File: config.mk
export PLATFORM = sky130hd
export DESIGN_NAME = psub32_pipe_flat
export DESIGN_NICKNAME = d
export VERILOG_FILES = /design/src/rtl/psub32_pipe_if.sv /design/src/rtl/psub32_pipe.sv /design/src/flat_wrapper.sv
export SDC_FILE = /design/constraint.sdc
export NUM_CORES = 1
export LEC_CHECK = 0
export BUFFER_PORTS_ARGS = -buffer_cell sky130_fd_sc_hd__buf_4
export CAP_MARGIN = 0
export CORE_MARGIN = 5
export CORE_UTILIZATION = 28
export DETAILED_ROUTE_END_ITERATION = 16
export PLACE_DENSITY_LB_ADDON = 0.15
export SLEW_MARGIN = 20
export SYNTH_ARGS = -nofsm -noshare
export SYNTH_HDL_FRONTEND = slang
export SYNTH_SLANG_ARGS = --single-unit
File: constraint.sdc
create_clock -name clk -period 3.7 [get_ports clk]
set_input_delay 0.37 -clock clk [delete_from_list [all_inputs] [get_ports clk]]
set_output_delay 0.37 -clock clk [all_outputs]
set_load 0.05 [all_outputs]
File: src/rtl/psub32_pipe_if.sv
// Operand/result handshake bundle for psub32_pipe.
// Carries ovf when PSUB32_PIPE_OVF_EN is defined.
interface psub32_pipe_if #(
  parameter int WIDTH = 32
);
  logic [WIDTH-1:0] a;
  logic [WIDTH-1:0] b;
  logic             bin;
  logic             in_valid;
  logic             in_ready;
  logic [WIDTH-1:0] d;
  logic             bout;
  logic             out_valid;
  logic             out_ready;
`ifdef PSUB32_PIPE_OVF_EN
  logic             ovf;

  modport slave (
    input  a, b, bin, in_valid, out_ready,
    output in_ready, d, bout, out_valid, ovf
  );

  modport master (
    output a, b, bin, in_valid, out_ready,
    input  in_ready, d, bout, out_valid, ovf
  );
`else
  modport slave (
    input  a, b, bin, in_valid, out_ready,
    output in_ready, d, bout, out_valid
  );

  modport master (
    output a, b, bin, in_valid, out_ready,
    input  in_ready, d, bout, out_valid
  );
`endif
endinterface

File: src/rtl/psub32_pipe.sv
// Pipelined subtract-with-borrow, one CW-bit chunk per stage.
// Optional signed overflow output: PSUB32_PIPE_OVF_EN.
module psub32_pipe #(
  parameter int WIDTH  = 32,
  parameter int STAGES = 4
) (
  input logic          clk,
  input logic          rst,
  psub32_pipe_if.slave s
);
  localparam int CW = WIDTH / STAGES;

  typedef logic [STAGES-1:0][WIDTH-1:0] wvec_t;
  typedef logic [STAGES-2:0][WIDTH-1:0] opvec_t;

  logic              adv;
  logic [STAGES-1:0] vld_q;
  logic [STAGES-1:0] brw_q, brw_d;
  wvec_t             r_q, r_d;
  opvec_t            a_q, b_q;

  wvec_t             src_a, src_b, src_r;
  logic [STAGES-1:0] src_br, src_v;

  // Element k is what stage k consumes: the inputs for k=0,
  // otherwise the registers of stage k-1.
  assign src_a  = {a_q, s.a};
  assign src_b  = {b_q, s.b};
  assign src_r  = {r_q[STAGES-2:0], {WIDTH{1'b0}}};
  assign src_br = {brw_q[STAGES-2:0], s.bin};
  assign src_v  = {vld_q[STAGES-2:0], s.in_valid};

  assign adv        = !vld_q[STAGES-1] || s.out_ready;
  assign s.in_ready = adv && !rst;
  assign s.out_valid = vld_q[STAGES-1];
  assign s.d         = r_q[STAGES-1];
  assign s.bout      = brw_q[STAGES-1];

  always_comb begin
    logic [CW:0] t;
    t     = '0;
    r_d   = src_r;
    brw_d = '0;
    for (int k = 0; k < STAGES; k++) begin
      t = {1'b0, src_a[k][k*CW +: CW]}
        - {1'b0, src_b[k][k*CW +: CW]}
        - (CW+1)'(src_br[k]);
      r_d[k][k*CW +: CW] = t[CW-1:0];
      brw_d[k]           = t[CW];
    end
  end

  always_ff @(posedge clk) begin
    if (rst) begin
      vld_q <= '0;
      brw_q <= '0;
      r_q   <= '0;
      a_q   <= '0;
      b_q   <= '0;
    end else if (adv) begin
      vld_q <= src_v;
      brw_q <= brw_d;
      r_q   <= r_d;
      a_q   <= src_a[STAGES-2:0];
      b_q   <= src_b[STAGES-2:0];
    end
  end

`ifdef PSUB32_PIPE_OVF_EN
  logic ovf_q, ovf_d;

  // Borrow into the MSB is recovered as d^a^b at that bit.
  assign ovf_d = r_d[STAGES-1][WIDTH-1]
               ^ src_a[STAGES-1][WIDTH-1]
               ^ src_b[STAGES-1][WIDTH-1]
               ^ brw_d[STAGES-1];

  always_ff @(posedge clk) begin
    if (rst) begin
      ovf_q <= 1'b0;
    end else if (adv) begin
      ovf_q <= ovf_d;
    end
  end

  assign s.ovf = ovf_q;
`endif
endmodule

File: src/flat_wrapper.sv
// flat-port wrapper written by rule: the top's interface ports become plain ports
module psub32_pipe_flat 
#(
  parameter int WIDTH  = 32,
  parameter int STAGES = 4
)
  (clk, rst, s_a, s_b, s_bin, s_in_valid, s_out_ready, s_in_ready, s_d, s_bout, s_out_valid);
  psub32_pipe_if #(.WIDTH(WIDTH)) s_i ();
  input logic clk;
  input logic rst;
  input wire logic [$bits(s_i.a)-1:0] s_a;
  input wire logic [$bits(s_i.b)-1:0] s_b;
  input wire logic [$bits(s_i.bin)-1:0] s_bin;
  input wire logic [$bits(s_i.in_valid)-1:0] s_in_valid;
  input wire logic [$bits(s_i.out_ready)-1:0] s_out_ready;
  output wire logic [$bits(s_i.in_ready)-1:0] s_in_ready;
  output wire logic [$bits(s_i.d)-1:0] s_d;
  output wire logic [$bits(s_i.bout)-1:0] s_bout;
  output wire logic [$bits(s_i.out_valid)-1:0] s_out_valid;
  assign s_i.a = s_a;
  assign s_i.b = s_b;
  assign s_i.bin = s_bin;
  assign s_i.in_valid = s_in_valid;
  assign s_i.out_ready = s_out_ready;
  assign s_in_ready = s_i.in_ready;
  assign s_d = s_i.d;
  assign s_bout = s_i.bout;
  assign s_out_valid = s_i.out_valid;
  psub32_pipe #(.WIDTH(WIDTH), .STAGES(STAGES)) u_core (.clk(clk), .rst(rst), .s(s_i));
endmodule
==> flow_summary.json <==
{
  "ctsLongestPathBuffers": 2,
  "drive_above_1_share": 0.134,
  "antenna_cells": 0,
  "rsz0062_at_grt": "no",
  "syn_area_sq_um": 8420,
  "relSlewSlack": 0.434,
  "multi_input_area_sq_um": 4150,
  "leakagePower_nw": 4.30,
  "wirelength_mm": 20.0,
  "p_clk_frac": 0.365,
  "p_int_w": 0.00340,
  "grt_antenna_before_repair": 0,
  "finalWorstSetupSlack_ps": 1450,
  "critPathBufInv": 2,
  "synth_nets": 1208,
  "cpPeakStageDelay_ps": 560,
  "setup_viol": 0,
  "post-route-period-util": 0.608,
  "clock_sinks": 184,
  "start_kind": "flip-flop",
  "worstMarginPinSlew_ps": 849,
  "crit-reg2reg-launch": "u_core.b_q[88]",
  "cts.htree.levels": 4,
  "worstHoldStart": "s_b[9]",
  "final_cell_mix": "nand2_1 (322), dfxtp_1 (184), a21oi_1 (167)",
  "synthToLayoutAreaGrowth_pct": 20.4,
  "period_needed_ps": 2250,
  "avgRoutedWirePerCell_um": 12.9,
  "placement_rows": 63,
  "skew_ps": 13.4,
  "crit_path_top_delay_cell": "fa_1",
  "p_total_w": 0.00485,
  "core_sq_um": 29600,
  "min_path_type": "input pin to flip-flop",
  "nets": 1279,
  "dr.pass1.iters": 4,
  "viasPerCell": 4.44,
  "post_layout_nonfiller_instances": 1549,
  "cts_root_buf": "clkbuf_16",
  "clkLatencyLatePin_ps": 440,
  "fin_util": 0.342,
  "regArea_sq_um": 3680,
  "timing.max_cap.violations": 0,
  "cp_max_fo": 5,
  "cp.required_ps": 4020,
  "grt_use_total": 0.122,
  "path_common_cell": "inv_1",
  "cp.arrival_ps": 2570,
  "num_vias": 6871,
  "ys_seq_area_frac": 0.437,
  "yosys_warnings": 0,
  "grt_max_degree": 110,
  "finalHoldViolCount": 0,
  "synth_cells": 1075,
  "post_cts_buffers": 0,
  "tns_ps": 0,
  "fmax_ghz": 0.445,
  "ys_ff_latch": 184,
  "cts_resized": 0,
  "dp_cells": 1517,
  "crit_family": "compound AO/OA/AOI/OAI gates",
  "die-width_um": 183,
  "cts_tree": "built",
  "power_switching_w": 0.00145,
  "io_pins": 104,
  "die-area_sq_um": 33700,
  "yosysUniqueCellTypes": 32,
  "syn_area_per_cell_sq_um": 7.84,
  "p_seq_frac": 0.459,
  "maxSlewViolCount": 0,
  "initial_core_util": 0.284,
  "port_buffers": 103,
  "status": "finished, final reports clean",
  "endpoint_kind": "flip-flop",
  "path_cells": "inv_1 > fa_1 > inv_1 > ha_1 > o21a_1 > o21ai_0 > a311o_1 > o211ai_1",
  "crit_type": "flip-flop to flip-flop",
  "ant_nets": 0,
  "p_sw_frac": 0.299,
  "fillers": 3233,
  "hpwl_mm": 13.5,
  "dp_worst_setup_slack_ps": 1350,
  "dieHeight_um": 183,
  "drt_iter0_drc": 295,
  "path_clk_slew_ps": 70,
  "startpoint": "u_core.b_q[88]",
  "grt_pass1_wl_mm": 33.9,
  "drc": 0,
  "pwr-share-comb": 0.176,
  "power.density_nw_per_um2": 478,
  "ctsHoldBuffers": 0,
  "final_common_cell": "nand2_1",
  "place_congestion": 0.742,
  "first_global_vias": 6669,
  "vdd_drop_max_mv": 0.299,
  "grt_remaining_overflow": 0,
  "numCtsBuffers": 17
}
-- registers in the layout, summed over array words and instances, names as in the netlist --
name          cells
u_core.brw_q      4
u_core.vld_q      4
u_core.s.d       32
u_core.r_d       48
u_core.a_q       48
u_core.b_q       48
-- logic make-up (layout without fill, tap and decap cells) --
group,count (synthesis),in the layout,share of synthesized area
compound gates,243,243,0.165
flops,184,184,0.437
xor+xnor,8,8,0.00832
fa+ha+maj,64,64,0.102
simple gates,423,423,0.216
buf+inv,153,237,0.0717
-- area by class of cell --
class,count,share of cell area
clock buffer,18,0.0433
clock inverter,14,0.0132
inverter,88,0.0326
multi-input combinational,738,0.409
sequential,184,0.363
tap,390,0.0481
timing repair buffer,117,0.0907
-- worst paths after layout --
| check | cells after the start | slack, ps | endpoint |
|---|---|---|---|
| max reg2reg | 8 | 1450 | u_core.s.d[31] |
| min reg2reg | 2 | 450 | u_core.r_d[67] |
| min | 3 | 180 | u_core.b_q[9] |
| max | 8 | 1450 | u_core.s.d[31] |
-- tightest hold or removal path, stage by stage --
cell and delay [ps]:
buf_4 110, nand2_1 40, a21oi_1 50
-- metal layers --
layer	GRT usage	routed length [um]	vias up
li1	-	-	3675
met1	0.192	11200	3073
met2	0.165	7860	109
met3	0.0277	790	14
met4	0.0304	221	0
met5	0	0	-
-- synth_stat cells --
library cell / number / share of area
and2_1: 4 / 0.0030
a21oi_1: 167 / 0.099
nor3_1: 4 / 0.0024
buf_2: 24 / 0.014
or3_1: 20 / 0.015
o21ai_0: 12 / 0.0071
nor2_4: 4 / 0.0053
fa_1: 8 / 0.019
nand2_1: 322 / 0.14
a311oi_1: 4 / 0.0042
nand2b_1: 5 / 0.0037
ha_1: 56 / 0.083
buf_1: 2 / 0.00089
nor2_1: 23 / 0.010
a311o_1: 4 / 0.0048
a211o_1: 4 / 0.0042
a31oi_1: 8 / 0.0059
o31ai_1: 4 / 0.0036
a21bo_1: 4 / 0.0048
a211oi_1: 12 / 0.011
inv_1: 88 / 0.039
nand3b_1: 24 / 0.021
clkbuf_1: 39 / 0.017
o21a_1: 8 / 0.0071
o21ai_1: 4 / 0.0024
xnor2_1: 8 / 0.0083
nor2b_1: 1 / 0.00074
a21boi_0: 4 / 0.0036
dfxtp_1: 184 / 0.44
or4_1: 4 / 0.0036
nand3_1: 12 / 0.0071
o211ai_1: 8 / 0.0071
-- power groups by stage --
stage / clock network [W] / registers [W] / logic, W
finish: 0.00177 / 0.00222 / 0.000853
global route: 0.00192 / 0.00225 / 0.000972
CTS: 0.00184 / 0.00223 / 0.000868
detailed placement: 0 / 0.00227 / 0.000862
global placement: 0 / 0.00227 / 0.000860
floorplan: 0 / 0.00236 / 0.000499
-- stage by stage --
| stage | instance area [sq um] | hold WS [ps] |
|---|---|---|
| 6_report | 10100 | 181 |
| 5_1_grt | 10100 | 165 |
| 4_1_cts | 10100 | 154 |
| 3_5_place_dp | 9570 | 444 |
| 3_3_place_gp | 9570 | 439 |
| 2_1_floorplan | 8420 | 432 |
Power figures use the tool's default switching activity.
